`config.mk`:
```
export PLATFORM = sky130hd
export DESIGN_NAME = fft8_bitrev_reorder
export DESIGN_NICKNAME = d
export VERILOG_FILES = /design/src/rtl/fft8_bitrev_reorder.sv
export SDC_FILE = /design/constraint.sdc
export NUM_CORES = 1
export LEC_CHECK = 0
export BUFFER_PORTS_ARGS = -buffer_cell sky130_fd_sc_hd__buf_4
export CORE_MARGIN = 2
export CORE_UTILIZATION = 55
export CTS_BUF_LIST = sky130_fd_sc_hd__clkbuf_4 sky130_fd_sc_hd__clkbuf_8 sky130_fd_sc_hd__clkbuf_16
export CTS_CLUSTER_SIZE = 40
export DETAILED_ROUTE_END_ITERATION = 6
export PLACE_DENSITY = 0.72
export RECOVER_POWER = 50
export SLEW_MARGIN = 20
export SYNTH_ARGS = -nofsm -noshare
export SYNTH_HDL_FRONTEND = slang
export SYNTH_SLANG_ARGS = --single-unit
```
`constraint.sdc`:
```
create_clock -name clk -period 8.1 [get_ports clk]
set_input_delay 0.405 -clock clk [delete_from_list [all_inputs] [get_ports clk]]
set_output_delay 0.405 -clock clk [all_outputs]
set_load 0.05 [all_outputs]
```
`src/rtl/fft8_bitrev_reorder.sv`:
```
// Collects an 8-point FFT frame arriving in bit-reversed order and re-emits it in
// natural order, using a ping-pong pair of 8-word banks so fill and drain overlap.
module fft8_bitrev_reorder #(
    parameter int DATA_W    = 32,
    parameter int OUT_SHIFT = 0
) (
    input  logic              clk,
    input  logic              rst_n,
    input  logic              sync_clr,
    input  logic              in_valid,
    output logic              in_ready,
    input  logic [DATA_W-1:0] in_real,
    input  logic [DATA_W-1:0] in_imag,
    output logic              out_valid,
    input  logic              out_ready,
    output logic [DATA_W-1:0] out_real,
    output logic [DATA_W-1:0] out_imag,
    output logic [2:0]        out_index,
    output logic              out_last
);

    logic                wr_bank;
    logic                rd_bank;
    logic [2:0]          wr_cnt;
    logic [2:0]          rd_cnt;
    logic [1:0]          full;
    logic [2*DATA_W-1:0] mem [2][8];

    logic                in_acc;
    logic                out_acc;
    logic [2:0]          wr_addr;
    logic [2*DATA_W-1:0] rd_word;
    logic signed [DATA_W-1:0] rd_real;
    logic signed [DATA_W-1:0] rd_imag;
    logic signed [DATA_W-1:0] sh_real;
    logic signed [DATA_W-1:0] sh_imag;

    // Handshake: a transfer happens on a rising edge where valid && ready are both
    // high; valid never depends on ready, and the sender holds data until the transfer.
    assign in_ready  = !full[wr_bank];
    assign out_valid = full[rd_bank];
    assign in_acc    = in_valid && in_ready;
    assign out_acc   = out_valid && out_ready;

    // Arrival slot k belongs to natural bin bitrev(k).
    assign wr_addr = {wr_cnt[0], wr_cnt[1], wr_cnt[2]};

    always_ff @(posedge clk or negedge rst_n) begin
        if (!rst_n) begin
            wr_bank <= 1'b0;
            rd_bank <= 1'b0;
            wr_cnt  <= 3'd0;
            rd_cnt  <= 3'd0;
            full    <= 2'b00;
        end else if (sync_clr) begin
            wr_bank <= 1'b0;
            rd_bank <= 1'b0;
            wr_cnt  <= 3'd0;
            rd_cnt  <= 3'd0;
            full    <= 2'b00;
        end else begin
            if (in_acc) begin
                wr_cnt <= wr_cnt + 3'd1;
                if (wr_cnt == 3'd7) begin
                    full[wr_bank] <= 1'b1;
                    wr_bank       <= ~wr_bank;
                end
            end
            // A bank being filled is never the bank being drained, so both updates
            // to full can land on the same edge.
            if (out_acc) begin
                rd_cnt <= rd_cnt + 3'd1;
                if (rd_cnt == 3'd7) begin
                    full[rd_bank] <= 1'b0;
                    rd_bank       <= ~rd_bank;
                end
            end
        end
    end

    always_ff @(posedge clk) begin
        if (in_acc && !sync_clr && rst_n) begin
            mem[wr_bank][wr_addr] <= {in_real, in_imag};
        end
    end

    assign rd_word = mem[rd_bank][rd_cnt];
    assign rd_real = rd_word[2*DATA_W-1:DATA_W];
    assign rd_imag = rd_word[DATA_W-1:0];
    assign sh_real = rd_real >>> OUT_SHIFT;
    assign sh_imag = rd_imag >>> OUT_SHIFT;

    assign out_real  = out_valid ? sh_real : '0;
    assign out_imag  = out_valid ? sh_imag : '0;
    assign out_index = rd_cnt;
    assign out_last  = out_valid && (rd_cnt == 3'd7);

endmodule
```
* Yosys cells after proc, flatten, opt, wreduce, memory -nomap -nowiden
Memories as Yosys holds them, arrays and structs flattened. Cells that the tools add are included. W data, S select, Z words.
Storage, ports and cells: input bits 69, logic and storage cells 73, memories 1, flip-flop bits (word level) 10, memory bits (writable) 1024, output and inout port bits 70
Memory list:
- mem | depth 2, width 512, rd ports 1, clocked after Yosys merged registers in 0, write ports 1, RTL line 27 | logic [2*DATA_W-1:0] mem [2][8];
Cells by class: bitwise operators 7, equal/unequal tests 2, magnitude comparators 7, muxes and demuxes 33, $add $sub $neg 2, reductions and logical operators 16
Operator list (number):
- $mux W512 | 1
- $bmux W64 S3 | 1
- $demux W64 S3 | 1
- $mux W64 | 3
- $mux W32 | 2
- $mux W1 | 13
- $mux W2 | 6
- $mux W3 | 4
- $ge A4 B4 Y1 const B | 2
- $logic_and A1 B1 Y1 | 8
- $not A3 Y4 | 2
- $reduce_bool A2 Y1 | 4
- $add A3 B1 Y3 const B | 2
- $eq A3 B3 Y1 const B | 2
- $lt A1 B2 Y1 const B | 2
- $lt A4 B1 Y1 const B | 1
- $reduce_and A2 Y1 | 2
- $and A2 B2 Y2 | 1
- $demux W1 S1 | 2
- $ge A1 B1 Y1 const B | 2
- $logic_not A1 Y1 | 2
- $not A1 Y1 | 2
- $not A2 Y2 | 1
- $or A2 B2 Y2 | 1

* Depth between registers and ports, before layout
depth after elaboration 12, gate-level depth with buffers 8, gate-level depth less buffers 6

* Worst setup path before layout
Ideal clock, no wire load.
kind register -> register, from register wr_bank, to memory mem[1][0] (netlist bit), enable pin, path slack 1.429 ns, library setup time 0.565 ns, required time 7.535 ns, data arrival time 6.106 ns, stages on the path, launching flop included 4, path buffers 0, period minus slack after synthesis 6.671 ns, cells stage by stage dfrtp_1 > mux2i_1 > nand3_1 > nor3_1
On the way: cells in the longest elaborated chain, start to end 8
RTL lines:
- from (decl) | RTL line 22 | logic wr_bank;
- from (signal assigned) | RTL line 66 | wr_bank <= ~wr_bank;
- $mux W1 (implied by the code) (2 in series) | RTL line 40 | assign in_ready = !full[wr_bank];
- $logic_not A1 Y1 | RTL line 40
- via in_ready | RTL line 11 | output logic in_ready,
- $logic_and A1 B1 Y1 | RTL line 42 | assign in_acc = in_valid && in_ready;
- $logic_and A1 B1 Y1 (2 in series) | RTL line 82 | if (in_acc && !sync_clr && rst_n) begin
- $mux W1 | RTL line 82
- $mux W512 (implied by the code) | RTL line 83 | mem[wr_bank][wr_addr] <= {in_real, in_imag};
- to (decl) | RTL line 27
The timed path passes the listed nets, and every way through them passes these cells. The select of a mux whose other input is x is not followed.

* Final worst setup path
from register rd_bank, to output out_real[5]
On the way: cells in the longest elaborated chain, start to end 5, elaborated cells between the ends (all ways) 7, those cells by class mux (6); memory (1)
RTL lines:
- from (decl) | RTL line 23 | logic rd_bank;
- from (signal assigned) | RTL line 75 | rd_bank <= ~rd_bank;
- $mem_v2 Z2 W512
- $bmux W64 S3 | RTL line 87 | assign rd_word = mem[rd_bank][rd_cnt];
- $mux W64 (implied by the code) (2 in series) | RTL line 87
- $mux W32 (*) | RTL line 93 | assign out_real = out_valid ? sh_real : '0;
- to (decl) | RTL line 16 | output logic [DATA_W-1:0] out_real,
Mark *: on every way between the ends. The rest lies on a longest branch, timed or not. The select of a mux whose other input is x is not followed.

==> run_results.csv <==
group,metric,value,unit
run_status,run_status,"finished with violations",
run_status,violations,"max-capacitance violations, max-slew violations",
global_routing,gr-total-overflow,0,
sta,min_period,5650,ps
synth,synth_compound_area_frac,0.0326,
placed_design,numPortBuffers,138,
routing,detail-route-antenna-nets,0,
synth,synth_cells,1595,
worst_setup_path,cp-start-kind,"flip-flop",
sta,tightest_slew,2640,ps
routing,drc,0,
placed_design,place_inst,2613,
clocking,clk_pin_slew,60,ps
floorplanning,dieHeight,270,um
finish,layout_commonest_cell,"edfxtp_1",
pwr,p_leak,13.5,nW
routing,wl,83.4,mm
run,cap_viol_max_count,2,
global_routing,grt_pass1_wl,123,mm
pwr,swShare,0.191,
synth,async_flop_share,0.00967,
floorplanning,ios,139,
synth,syn_area,39000,um^2
synth,yosysWarnings,0,
synth,ys.flop_type,"edfxtp_1",
sta,setup_violations,0,
worst_setup_path,rr_endpoint,"mem[0][378]",
synth,synth-simple-area-share,0.00747,
finish,area_growth,12.9,%
synth,yosysTopAreaCell,"edfxtp_1",
routing,vias_per_cell,6.41,
worst_setup_path,path_class,"flip-flop to output pin",
sta,hold_viol_final,0,
hold_path,hold-path-cell-count,3,
synth,synth-edff-count,1024,
finish,drive_above_1_share,0.281,
pwr,p_per_area,242,nW/um^2
floorplanning,core_area,70100,um^2
pwr,power,10.7,mW
synth,syn_area_per_cell,24.5,um^2
sta,post-route-period-util,0.697,
clocking,cts_root_buf,"clkbuf_16",
synth,synth_fa_ha_area_frac,0.00256,
routing,vias,17900,
sta,drv_slew,77,
floorplanning,die_area,73100,um^2
hold_path,min-delay-start,"out_ready",
routing,wire_per_inst,29.8,um
global_routing,antenna_found_initial,6,
pwr,peakVddDrop,0.000163,V
synth,synthesis.nets,1672,
routing,initialDrtViolationCount,2030,
pwr,clock_power_share,0.433,
synth,synth_top_family_by_area,"multiplexers",
floorplanning,placementRows,97,
clocking,cts_tree,"yes",
synth,synth-seq-cells,1034,
sta,maxSlewHeadroom,-0.763,
clocking,cts_resized,0,
clocking,cts_made_buffers,97,
synth,seq_area_frac_synth,0.794,
worst_setup_path,crit_path_end_kind,"output pin",
synth,synth_top_area_frac,0.788,
worst_setup_path,crit_arrival,5240,ps
synth,synth-xor-area-share,0.000673,
finish,layout_common_cells,"edfxtp_1, mux4_2, clkbuf_16, buf_4, clkbuf_1",
finish,diodes,0,
worst_setup_path,r2r_cells,3,
sta,setup_tns,0,ps
worst_setup_path,timing.rr.start,"full[0]",
pwr,switchingPower,2.04,mW
hold_path,worstHoldEndpoint,"out_index[1]",
synth,ys_types,43,
hold_path,hold_path.class,"primary input to flip-flop",
pwr,seq_power_share,0.554,
placed_design,post-dp-hpwl,39.7,mm
pwr,pwr-share-comb,0.013,
finish,fin_area,44100,um^2
placed_design,dpl_cell_area,41100,um^2
clocking,cts_max_level,3,
clocking,worstSkewPairLatency,660,ps
pwr,internal-power,8.64,mW
routing,firstDrtPassIters,7,
placed_design,place.gp.congestion,0.711,
global_routing,grt_max_degree,161,
synth,synthMuxAreaShare,0.149,
sta,fmax,0.177,GHz
synth,synthTopCellsByArea,"edfxtp_1, mux4_2, a221o_1",
finish,stdcell_count,2794,
global_routing,grt_pass1_vias,18700,
global_routing,grt_usage,0.231,
sta,clock_skew,23.4,ps
finish,finalNetCount,1852,
finish,nFillCells,4683,
worst_setup_path,cp.required,7700,ps
floorplanning,start_util,0.557,
worst_setup_path,crit_fanout,50,
worst_setup_path,r2r_slack,4260,ps
clocking,cts.sinks,1034,
clocking,cts_buffer_depth,3,
sta,rsz0062_at_grt,"no",
floorplanning,die_w,270,um
## routing by layer
metal / up-vias / track usage / routed length [um]
met5: - / 0 / 65
met2: 743 / 0.375 / 41900
met3: 137 / 0.0433 / 6420
li1: 7357 / - / -
met4: 10 / 0.0656 / 1830
met1: 9667 / 0.326 / 33200
## synthesized netlist by cell type, types with 2 or more instances
cell type  count
nor3_1         3
a311oi_1       2
and3_1        13
buf_6         16
dfrtp_1       10
nand2_1       10
a21oi_1        4
mux4_2       244
clkbuf_1      46
xnor2_1        2
o211ai_1       2
buf_4          4
mux2i_1        8
buf_1          4
ha_1           8
and2_1         4
buf_12         2
a22o_1        62
nand3b_1       2
a31oi_1        2
nand3_1        8
edfxtp_1    1024
mux4_1         8
inv_1          5
buf_2         16
nor2_1         7
a22oi_1        2
a221o_1       62
## metrics by stage
| stage | utilization | worst slack (ps) | hold WS [ps] |
|---|---|---|---|
| 3_3_place_gp | 0.585 | 3610 | 242 |
| 5_1_grt | 0.628 | 1920 | 48.0 |
| 4_1_cts | 0.632 | 2900 | 3.16 |
| 3_5_place_dp | 0.585 | 3630 | 247 |
| 6_report | 0.628 | 2450 | 68.3 |
| 2_1_floorplan | - | 1430 | 109 |
## repair_timing
item,in CTS,in global routing
hold buffers,3,0
endpoints found under the hold margin,20,0
buffers inserted,0,0
## power by group through the flow
stage	sequential [mW]	combinational (mW)	clock, mW
after floorplan	6.03	0.0399	0
after global placement	6.02	0.138	0
after detailed placement	6.02	0.150	0
after CTS	5.91	0.151	4.68
after global routing	5.91	0.149	4.90
final	5.91	0.136	4.63
## layout make-up
type | instances | area, um^2 | area share
inverter | 6 | 22.5 | 0.000511
clock inverter | 63 | 681 | 0.0154
clock buffer | 115 | 2580 | 0.0585
tap | 940 | 1180 | 0.0267
timing repair buffer | 170 | 1050 | 0.0238
sequential | 1034 | 31000 | 0.703
multi-input combinational | 466 | 7560 | 0.172
## cells by family after synthesis
kind of cell | Yosys count
muxes | 261
buffers and inverters | 95
xor gates and xnor gates | 3
AOI/OAI and AO/OA | 140
and+or+nand+nor | 54
adders and majority gates | 8
DFF | 1034
## worst max path at each step
stage	from	end	slack, ps	depth (start not counted)
after global routing	rd_bank	out_real[5]	1920	6
after detailed placement	rd_bank	out_real[5]	3630	6
after CTS	rd_bank	out_real[5]	2900	6
after floorplan	wr_bank	mem[1][0]	1430	3
after global placement	rd_bank	out_real[5]	3610	6
final	rd_bank	out_real[5]	2450	6
## flip-flops by register name (all words and copies together), names as in the netlist
signal,cells
rd_bank,1
wr_bank,1
full,2
wr_cnt,3
mem,1024
out_index,3
## worst max-delay path, cell delays in order, from the launching register on
cell	delay [ps]
dfrtp_1	1260
buf_4	880
buf_4	900
mux4_2	610
a22o_1	260
a221o_1	360
buf_4	230
(Power assumes the default switching activity.)
